===== src/rtl/soc_new_oci_pkg.sv =====
// Shared OCI trace definitions: DCT entry geometry, branch code encodings and the frame record.
package soc_new_oci_pkg;

    localparam int DCT_ENTRY_W = 2;
    localparam int DCT_DEPTH   = 15;
    localparam int DCT_CNT_W   = 4;
    localparam int DCT_BUF_W   = DCT_ENTRY_W * DCT_DEPTH;

    localparam logic [DCT_ENTRY_W-1:0] DCT_NONE = 2'b00;
    localparam logic [DCT_ENTRY_W-1:0] DCT_NT   = 2'b01;
    localparam logic [DCT_ENTRY_W-1:0] DCT_TK   = 2'b10;
    localparam logic [DCT_ENTRY_W-1:0] DCT_RET  = 2'b11;

    typedef struct packed {
        logic [DCT_BUF_W-1:0] buffer;
        logic [DCT_CNT_W-1:0] count;
    } dct_frame_t;

endpackage


===== src/rtl/soc_new_dct_frame_reg.sv =====
// Output holding register for completed DCT frames; optional timestamp latch under
// SOC_NEW_DCT_PACKER_TIMESTAMP_EN.
module soc_new_dct_frame_reg
    import soc_new_oci_pkg::*;
(
    input  logic                 clk,
    input  logic                 reset_n,
    input  logic                 load,
    input  logic [DCT_BUF_W-1:0] load_buffer,
    input  logic [DCT_CNT_W-1:0] load_count,
    input  logic                 frame_ready,
    output logic                 frame_valid,
    output logic [DCT_BUF_W-1:0] frame_buffer,
    output logic [DCT_CNT_W-1:0] frame_count
`ifdef SOC_NEW_DCT_PACKER_TIMESTAMP_EN
    ,
    output logic [15:0]          frame_timestamp
`endif
);

    // Handshake: a frame transfers on any edge where frame_valid && frame_ready; while
    // frame_valid && !frame_ready all frame_* outputs hold. The producer only asserts load
    // when the register is empty or draining, so a load may replace a departing frame.
    always_ff @(posedge clk or negedge reset_n) begin
        if (!reset_n) begin
            frame_valid  <= 1'b0;
            frame_buffer <= '0;
            frame_count  <= '0;
        end else if (load) begin
            frame_valid  <= 1'b1;
            frame_buffer <= load_buffer;
            frame_count  <= load_count;
        end else if (frame_valid && frame_ready) begin
            frame_valid  <= 1'b0;
        end
    end

`ifdef SOC_NEW_DCT_PACKER_TIMESTAMP_EN
    logic [15:0] cycle_cnt;

    always_ff @(posedge clk or negedge reset_n) begin
        if (!reset_n) begin
            cycle_cnt       <= '0;
            frame_timestamp <= '0;
        end else begin
            cycle_cnt <= cycle_cnt + 16'd1;
            if (load) frame_timestamp <= cycle_cnt;
        end
    end
`endif

endmodule


===== src/rtl/soc_new_cpu_oci_dct_packer.sv =====
// DCT trace producer: packs 2-bit branch codes into 15-entry frames for the trace FIFO.
// Optional frame_timestamp output under SOC_NEW_DCT_PACKER_TIMESTAMP_EN.
module soc_new_cpu_oci_dct_packer
    import soc_new_oci_pkg::*;
(
    input  logic                   clk,
    input  logic                   reset_n,
    input  logic                   trace_en,
    input  logic                   dct_in_valid,
    input  logic [DCT_ENTRY_W-1:0] dct_in_code,
    input  logic                   flush,
    output logic                   frame_valid,
    input  logic                   frame_ready,
    output logic [DCT_BUF_W-1:0]   frame_buffer,
    output logic [DCT_CNT_W-1:0]   frame_count,
    output logic [DCT_BUF_W-1:0]   dct_buffer,
    output logic [DCT_CNT_W-1:0]   dct_count,
    output logic                   overflow
`ifdef SOC_NEW_DCT_PACKER_TIMESTAMP_EN
    ,
    output logic [15:0]            frame_timestamp
`endif
);

    localparam logic [DCT_CNT_W-1:0] FULL_CNT = DCT_CNT_W'(DCT_DEPTH);

    logic       code_valid;
    logic       buf_full;
    logic       accept;
    logic       drop;
    logic       flush_pend;
    logic       close_req;
    logic       out_free;
    logic       do_load;
    dct_frame_t post;

    assign code_valid = trace_en && dct_in_valid && (dct_in_code != DCT_NONE);
    assign buf_full   = (dct_count == FULL_CNT);
    assign accept     = code_valid && !buf_full;
    assign drop       = code_valid && buf_full;

    // Post-accept view of the live buffer; a close captures this, so the entry that
    // completes a frame (or arrives with a flush) lands in the frame, not the next one.
    assign post.buffer = accept ? {dct_buffer[DCT_BUF_W-DCT_ENTRY_W-1:0], dct_in_code}
                                : dct_buffer;
    assign post.count  = accept ? dct_count + 1'b1 : dct_count;

    // A blocked flush is remembered so the partial frame closes as soon as the output frees.
    assign close_req = (post.count == FULL_CNT) ||
                       ((flush || flush_pend) && (post.count != '0));
    assign out_free  = !frame_valid || frame_ready;
    assign do_load   = close_req && out_free;

    always_ff @(posedge clk or negedge reset_n) begin
        if (!reset_n) begin
            dct_buffer <= '0;
            dct_count  <= '0;
            flush_pend <= 1'b0;
            overflow   <= 1'b0;
        end else begin
            if (do_load) begin
                dct_buffer <= '0;
                dct_count  <= '0;
                flush_pend <= 1'b0;
            end else begin
                dct_buffer <= post.buffer;
                dct_count  <= post.count;
                if (flush && (post.count != '0)) flush_pend <= 1'b1;
            end
            if (drop) overflow <= 1'b1;
        end
    end

    soc_new_dct_frame_reg u_frame_reg (
        .clk             (clk),
        .reset_n         (reset_n),
        .load            (do_load),
        .load_buffer     (post.buffer),
        .load_count      (post.count),
        .frame_ready     (frame_ready),
        .frame_valid     (frame_valid),
        .frame_buffer    (frame_buffer),
        .frame_count     (frame_count)
`ifdef SOC_NEW_DCT_PACKER_TIMESTAMP_EN
        ,
        .frame_timestamp (frame_timestamp)
`endif
    );

endmodule


===== config.mk =====
export PLATFORM = sky130hd
export DESIGN_NAME = soc_new_cpu_oci_dct_packer
export DESIGN_NICKNAME = d
export VERILOG_FILES = /design/src/rtl/soc_new_oci_pkg.sv /design/src/rtl/soc_new_dct_frame_reg.sv /design/src/rtl/soc_new_cpu_oci_dct_packer.sv
export SDC_FILE = /design/constraint.sdc
export NUM_CORES = 1
export LEC_CHECK = 0
export BUFFER_PORTS_ARGS = -buffer_cell sky130_fd_sc_hd__buf_2
export CAP_MARGIN = 20
export CORE_ASPECT_RATIO = 2
export CORE_UTILIZATION = 57
export CTS_BUF_LIST = sky130_fd_sc_hd__clkbuf_16
export CTS_CLUSTER_DIAMETER = 60
export DETAILED_ROUTE_END_ITERATION = 8
export GPL_ROUTABILITY_DRIVEN = 0
export PLACE_DENSITY = 0.85
export SETUP_SLACK_MARGIN = 0.2
export SLEW_MARGIN = 25
export SYNTH_ARGS = -nofsm -noshare
export SYNTH_HDL_FRONTEND = slang
export SYNTH_SLANG_ARGS = --single-unit

===== constraint.sdc =====
create_clock -name clk -period 5 [get_ports clk]
set_input_delay 1 -clock clk [delete_from_list [all_inputs] [get_ports clk]]
set_output_delay 1 -clock clk [all_outputs]
set_load 0.02 [all_outputs]

Word-level counts from Yosys, hierarchy flattened
Index checks and enable logic that the tools add are counted.
- bits in writable memories: 0
- output and inout bits: 70
- register bits after elaboration: 71
- ROM bits: 0
- input port bits: 8
- memories: 0
- latch bits: 0
- $add $sub $neg: 1
- shift operators: 0
- reduce and logical (&&, ||, !) cells: 17
- order comparisons: 0
- multipliers: 0
- bitwise gates (word level): 0
- divide/modulo/power cells: 0
- equality and inequality tests: 2
- multiplexer cells: 8
- operators with widths (kind ; number):
    two-way mux 30 bit ; 2
    == test 4 bit (second input constant) ; 2
    logical AND 1 bit ; 8
    two-way mux 4 bit ; 2
    nonzero test 2 bit ; 3
    adder 4 x 1 -> 4 bit (second input constant) ; 1
    two-way mux 1 bit ; 4
    nonzero test 4 bit ; 1
    logical OR 1 bit ; 3
    logical NOT 1 bit ; 2

Depth between registers and ports, before layout
Gate-level depths: netlist of the first run.
- depth after elaboration: 9
- gate-level depth with buffers: 9
- depth with buffers taken out: 6

By module
Synthesis of the first run repeated with hierarchy kept, for this count alone.
- cell total of the unflattened synthesis: 216
- area, all modules: 3289.4 um2
- modules (own cells, without submodules) (module ; area each (um2) ; cells an instance ; instances):
    soc_new_cpu_oci_dct_packer ; 1839.3 ; 141 ; 1
    soc_new_dct_frame_reg ; 1450.1 ; 75 ; 1

Worst setup path after synthesis of the first run
Ideal clock, no wire load.
- kind: input to register
- start: input port dct_in_code[1]
- end: register u_frame_reg.frame_count[2]
- setup time: 0.125 ns
- required time: 4.875 ns
- stages on the path: 6
- path slack: 2.524 ns
- data arrival time: 2.351 ns
- buffers on the path: 1
- cell sequence: o211ai_1 > nor3_1 > a211o_1 > a21oi_2 > buf_6 > mux2_4
- longest elaborated chain between the ends: 8
- ends and longest elaborated chain (element ; line ; source):
    start: declaration ; soc_new_cpu_oci_dct_packer.sv:10 ; input logic [DCT_ENTRY_W-1:0] dct_in_code,
    nonzero test 2 bit * ; soc_new_cpu_oci_dct_packer.sv:37 ; assign code_valid = trace_en && dct_in_valid && (dct_in_code != DCT_NONE);
    logical AND 1 bit * ; soc_new_cpu_oci_dct_packer.sv:37 ;
    logical AND 1 bit * ; soc_new_cpu_oci_dct_packer.sv:39 ; assign accept = code_valid && !buf_full;
    two-way mux 4 bit * ; soc_new_cpu_oci_dct_packer.sv:46 ; assign post.count = accept ? dct_count + 1'b1 : dct_count;
    nonzero test 4 bit ; soc_new_cpu_oci_dct_packer.sv:50 ; ((flush || flush_pend) && (post.count != '0));
    logical AND 1 bit ; soc_new_cpu_oci_dct_packer.sv:50 ;
    logical OR 1 bit ; soc_new_cpu_oci_dct_packer.sv:49 ; assign close_req = (post.count == FULL_CNT) ||
    logical AND 1 bit ; soc_new_cpu_oci_dct_packer.sv:52 ; assign do_load = close_req && out_free;
    end signal: assignment ; soc_new_dct_frame_reg.sv:32 ; frame_count <= load_count;
    end: declaration ; soc_new_dct_frame_reg.sv:14 ; output logic [DCT_CNT_W-1:0] frame_count
Mark *: on every way between the ends. The rest lies on a longest branch, timed or not.
A chain may end at the register's enable or synchronous reset.

Worst setup path in the final report of the first run
- start: register dct_count[0]
- end: register u_frame_reg.frame_count[2]
- longest elaborated chain between the ends: 8
- ends and longest elaborated chain (element ; line ; source):
    start: declaration ; soc_new_cpu_oci_dct_packer.sv:17 ; output logic [DCT_CNT_W-1:0] dct_count,
    start signal: assignment ; soc_new_cpu_oci_dct_packer.sv:67 ; dct_count <= post.count;
    branches (longest 3 deep; another with adder 4 x 1 -> 4 bit) ; n/a ;
    two-way mux 4 bit * ; soc_new_cpu_oci_dct_packer.sv:46 ;
    nonzero test 4 bit ; soc_new_cpu_oci_dct_packer.sv:50 ;
    logical AND 1 bit ; soc_new_cpu_oci_dct_packer.sv:50 ;
    logical OR 1 bit ; soc_new_cpu_oci_dct_packer.sv:49 ;
    logical AND 1 bit ; soc_new_cpu_oci_dct_packer.sv:52 ;
Mark *: on every way between the ends.

==> results of run 1 <==
final timing paths:
check                             start                           end  cells after the start
max in group asynchronous       reset_n  u_frame_reg.frame_buffer[18]                      2
max reg2reg                dct_count[0]    u_frame_reg.frame_count[2]                      7
min reg2reg                    overflow                      overflow                      1
min in group asynchronous       reset_n                      overflow                      1
max                        dct_count[0]    u_frame_reg.frame_count[2]                      7
min                            overflow                      overflow                      1
per-stage QoR:
stage | std cells | utilization | worst slack, ns | total power [uW]
after detailed placement | 388 | 0.675 | 1.68 | 1230
after CTS | 404 | 0.739 | 1.98 | 1940
after global routing | 404 | 0.739 | 1.77 | 2010
final | 404 | 0.739 | 1.96 | 1930
after global placement | 388 | 0.675 | 1.75 | 1220
after floorplan | 265 | - | 2.52 | 1110
cells by family after synthesis:
| group | Yosys count | share of synthesized area |
|---|---|---|
| flops | 71 | 0.571 |
| buf+inv | 47 | 0.0704 |
| xor+xnor | 2 | 0.00563 |
| mux | 65 | 0.211 |
| simple gates | 60 | 0.0885 |
| fa+ha+maj | 1 | 0.00402 |
| compound gates | 19 | 0.0491 |
cell type report:
cell class	count	area [um^2]
Timing Repair Buffer	80	408
Multi-Input combinational cell	147	1120
Clock buffer	9	225
Tap cell	58	72.6
Clock inverter	7	104
Sequential cell	71	1780
Fill cell	372	1350
Inverter	32	120
registers in the layout, indices dropped and copies added, names as in the netlist:
register,cells
dct_buffer,30
dct_count,4
flush_pend,1
overflow,1
u_frame_reg.frame_buffer,30
u_frame_reg.frame_count,4
u_frame_reg.frame_valid,1
metal layers:
| metal | up-vias | track usage | part of all wire |
|---|---|---|---|
| met1 | 1119 | 0.288 | 0.39 |
| met5 | - | 0 | 0 |
| li1 | 1038 | - | - |
| met3 | 18 | 0.0601 | 0.043 |
| met4 | 0 | 0.126 | 0.030 |
| met2 | 65 | 0.395 | 0.54 |
cell usage after synthesis, types with 2 or more instances:
library cell | instances | area share
dfrtp_1 | 71 | 0.57
mux2i_1 | 63 | 0.20
nor2_1 | 38 | 0.046
inv_1 | 32 | 0.039
buf_2 | 7 | 0.011
buf_4 | 7 | 0.017
nor3_1 | 6 | 0.0097
o21ai_0 | 4 | 0.0064
a21oi_1 | 2 | 0.0032
a32o_1 | 2 | 0.0064
and3_1 | 2 | 0.0040
nand2_1 | 2 | 0.0024
nand2b_1 | 2 | 0.0040
nand3_1 | 2 | 0.0032
nor4bb_1 | 2 | 0.0064
or2_2 | 2 | 0.0040
worst max-delay path, cell delays in order (launching register included):
cell	delay, ns
dfrtp_1	0.55
ha_1	0.42
nor4bb_1	0.40
a221oi_2	0.13
o2bb2ai_2	0.18
a21oi_4	0.54
buf_4	0.39
mux2_4	0.32
layout by cell type (no fill, tap or decap), types with 2 or more instances in the layout:
cell type	synthesis	routed
and3_1	2	2
inv_6	0	2
bufinv_16	0	2
dfrtp_1	71	71
clkinvlp_4	0	2
a32o_1	2	2
nand3_1	2	2
a21oi_1	2	2
nor4bb_1	2	2
o21ai_0	4	4
buf_2	7	77
inv_1	32	32
buf_4	7	3
nand2b_1	2	2
mux2i_1	63	63
nor2_1	38	38
nor3_1	6	6
or2_2	2	2
clkbuf_16	0	9
power by group:
part	switching (uW)	total [uW]	internal [uW]	leakage, uW
Sequential	65.9	708	642	0.000977
Clock	258	701	443	0.000155
Combinational	328	519	190	0.00106
Total	652	1930	1280	0.00219
==> impl_metrics.toml, run 1 <==
[synthesis]
synth-seq-area-share = 0.571
synth_nets = 274
ys_async_sr_fraction = 1.00
synth_edf_count = 0
ys_ff_latch = 71
syn_inst = 265
syn_area_mm2 = 0.00311
ys_warn_count = 0
avgSynthCellArea_um2 = 11.7
synthDistinctLibCells = 37
ys.flop_type = "dfrtp_1"

[layout]
drive_gt1_frac = 0.301
synthToLayoutAreaGrowth_pct = 23.2
final_nets = 350
n_antenna_cell = 0
fin_area_mm2 = 0.00383

[sta]
fin_skew_ns = 0.00511
slew_headroom = 0.353
tightest_slew_ns = 0.967
max_freq_ghz = 0.329
slew_violations = 0
finalCritPeriodShare = 0.609
fin_tns_setup_ns = 0
fin_crit_ns = 3.04
rsz0062_at_grt = "no"
setup_viol = 0
final_hold_viol_count = 0
holdWs_ns = 0.476

[min_path]
hp-class = "reg2reg"

[worst_setup_path]
criticalPathCategory = "reg2reg"
cp.required_ns = 5.22
critPathMaxFanout = 20
worstPathArrival_ns = 3.26
reg2reg_slack_ns = 1.96
start_kind = "flop"
worstSetupEndpointType = "flop"

[route]
num_vias = 2240
drc_errors = 0
first_pass_iters = 4
ant_nets = 0
drt_iter0_markers = 46
vias_per_cell = 5.54
routed_wl_um = 6270
avgRoutedWirePerCell_um = 15.5

[clocking]
holdBufCountCts = 0
clkSinkCount = 71
clk_path_buf_depth = 2
cts_resized = 0
cts-root-buf = "clkbuf_16"
cts_buffers = 9
clk_pin_slew_worst_paths_ns = 0.06
cts_tree = "yes"
cts_max_level = 3
post_cts_buffers = 0
insertion_delay_ns = 0.33

[run_status]
outcome = "completed"

[die]
die_x_um = 54.2
initial_utilization = 0.600
core_mm2 = 0.00518
fp-row-count = 37
ios = 78
dieArea_mm2 = 0.00577
die_y_um = 106

[global_routing]
grt_max_degree = 38
antenna_found_initial = 0
gr-total-overflow = 0
grt_pass1_wl_um = 10000
grt_usage = 0.245
grt_pass1_vias = 2146

[place]
dp_hpwl_um = 4250
port-buffer-count = 77
placed_area_mm2 = 0.00350

[pwr]
ir_worst_vdd_uv = 350
power_density_mw_per_mm2 = 503
p_leak_uw = 0.00219

[flow_run]
cap_violations = 0
Note: power is estimated with default switching activity, not from simulation.
==> inputs of run 2 (changes only) <==
Settings changed: CORE_UTILIZATION 57 to 53, PLACE_DENSITY 0.85 to 0.8.
Clock period 5 ns to 2.9 ns, I/O delays scaled along.
==> impl_metrics.toml, run 2 (synthesis gave the netlist of run 1 again) <==
[die]
initial_utilization = 0.550
ios = 78
die_x_um = 56.2
fp-row-count = 39
die_y_um = 110
core_mm2 = 0.00566
dieArea_mm2 = 0.00620

[global_routing]
grt_pass1_wl_um = 10400
antenna_found_initial = 0
grt_pass1_vias = 2184
grt_max_degree = 40
grt_usage = 0.230
gr-total-overflow = 0

[layout]
largestRegisters = "dct_buffer x30, u_frame_reg.frame_buffer x30"
fin_area_mm2 = 0.00386
nFillCells = 437
layout_common_cells = "buf_2 (77), dfrtp_1 (71), mux2i_1 (63)"
drive_gt1_frac = 0.299
layout_commonest_cell = "buf_2"
synthToLayoutAreaGrowth_pct = 24.3
final_nets = 352
multi_input_area_mm2 = 0.00113
layout.area.seq_mm2 = 0.00178
n_antenna_cell = 0

[worst_setup_path]
critPathLaunch = "dct_count[0]"
start_kind = "flop"
critPathMaxFanout = 22
worstSetupEndpointType = "flop"
cp.required_ns = 3.15
criticalPathCategory = "reg2reg"
worstPathArrival_ns = 2.73
r2r_start = "dct_count[0]"

[clocking]
cts-root-buf = "clkbuf_16"
clk_pin_slew_worst_paths_ns = 0.06
cts_max_level = 3
post_cts_buffers = 0
clk_path_buf_depth = 2
holdBufCountCts = 0
insertion_delay_ns = 0.33
cts_resized = 0
cts_buffers = 9
cts_tree = "yes"
clkSinkCount = 71

[route]
avgRoutedWirePerCell_um = 16.2
drt_iter0_markers = 61
first_pass_iters = 4
routed_wl_um = 6620
num_vias = 2180
vias_per_cell = 5.33
drc_errors = 0
ant_nets = 0

[place]
port-buffer-count = 77
dp_hpwl_um = 4610
placed_area_mm2 = 0.00355

[sta]
finalCritPeriodShare = 0.856
max_freq_ghz = 0.403
slew_headroom = 0.493
slew_violations = 0
fin_skew_ns = 0.00634
rsz0062_at_grt = "no"
tightest_slew_ns = 0.761
fin_crit_ns = 2.48
final_hold_viol_count = 0
fin_tns_setup_ns = 0
setup_viol = 0

[pwr]
total_power_uw = 3280
ir_worst_vdd_uv = 787
power_density_mw_per_mm2 = 850
p_leak_uw = 0.00221

[flow_run]
cap_violations = 0

[run_status]
outcome = "completed"

[min_path]
hp-class = "in2async"
[run 2: cell count changes in the layout (fill, tap and decap cells not counted), sizes merged]
| cell | change |
|---|---|
| buf | +2 |
| inv | -1 |
| clkinv | +2 |
| clkinvlp | -1 |
[run 2: per-layer routing]
layer	track usage	part of all wire	routed length (um)	vias up
met5	0	0	0	-
met4	0.141	0.031	203	0
met3	0.0502	0.028	186	15
met2	0.408	0.56	3730	52
met1	0.248	0.38	2500	1068
li1	-	-	-	1045
[run 2: through the flow]
stage / instances / setup WS (ns) / hold WS, ns / util
CTS: 409 / 0.289 / 0.332 / 0.682
finish: 409 / 0.419 / 0.319 / 0.683
floorplan: 265 / 0.741 / 0.284 / -
global route: 409 / 0.247 / 0.376 / 0.683
global placement: 393 / 0.470 / 0.475 / 0.626
detailed placement: 393 / 0.346 / 0.481 / 0.626
[run 2: final cells by class]
class                   instances  area share
flip-flops and latches         71       0.460
well taps                      61      0.0197
repair buffers                 82       0.117
multi-input cells             147       0.292
clock inverters                 7      0.0227
clock buffers                   9      0.0583
inverters                      32      0.0311
[run 2: path summary, 6_finish.rpt]
check	slack, ns	depth (start not counted)	to
worst max-delay path	0.42	7	u_frame_reg.frame_buffer[15]
worst min-delay path	0.32	1	u_frame_reg.frame_buffer[26]
worst max register to register	0.42	7	u_frame_reg.frame_buffer[15]
worst min register to register	0.49	1	u_frame_reg.frame_count[3]
max in group asynchronous	1.91	2	u_frame_reg.frame_buffer[3]
min in group clk	0.49	1	u_frame_reg.frame_count[3]
[run 2: power breakdown]
| group | leakage [uW] | internal [uW] | total [uW] | switching, uW |
|---|---|---|---|---|
| logic | 0.00108 | 345 | 928 | 583 |
| clock network | 0.000152 | 746 | 1150 | 401 |
| registers | 0.000977 | 1110 | 1210 | 103 |
[run 2: critical path, cell delays in order (launching register included)]
cell and delay, ns:
dfrtp_1 0.53, ha_2 0.36, nor4bb_1 0.39, a221oi_2 0.13, o2bb2ai_2 0.17, a21oi_4 0.25
buf_4 0.34, mux2i_1 0.23
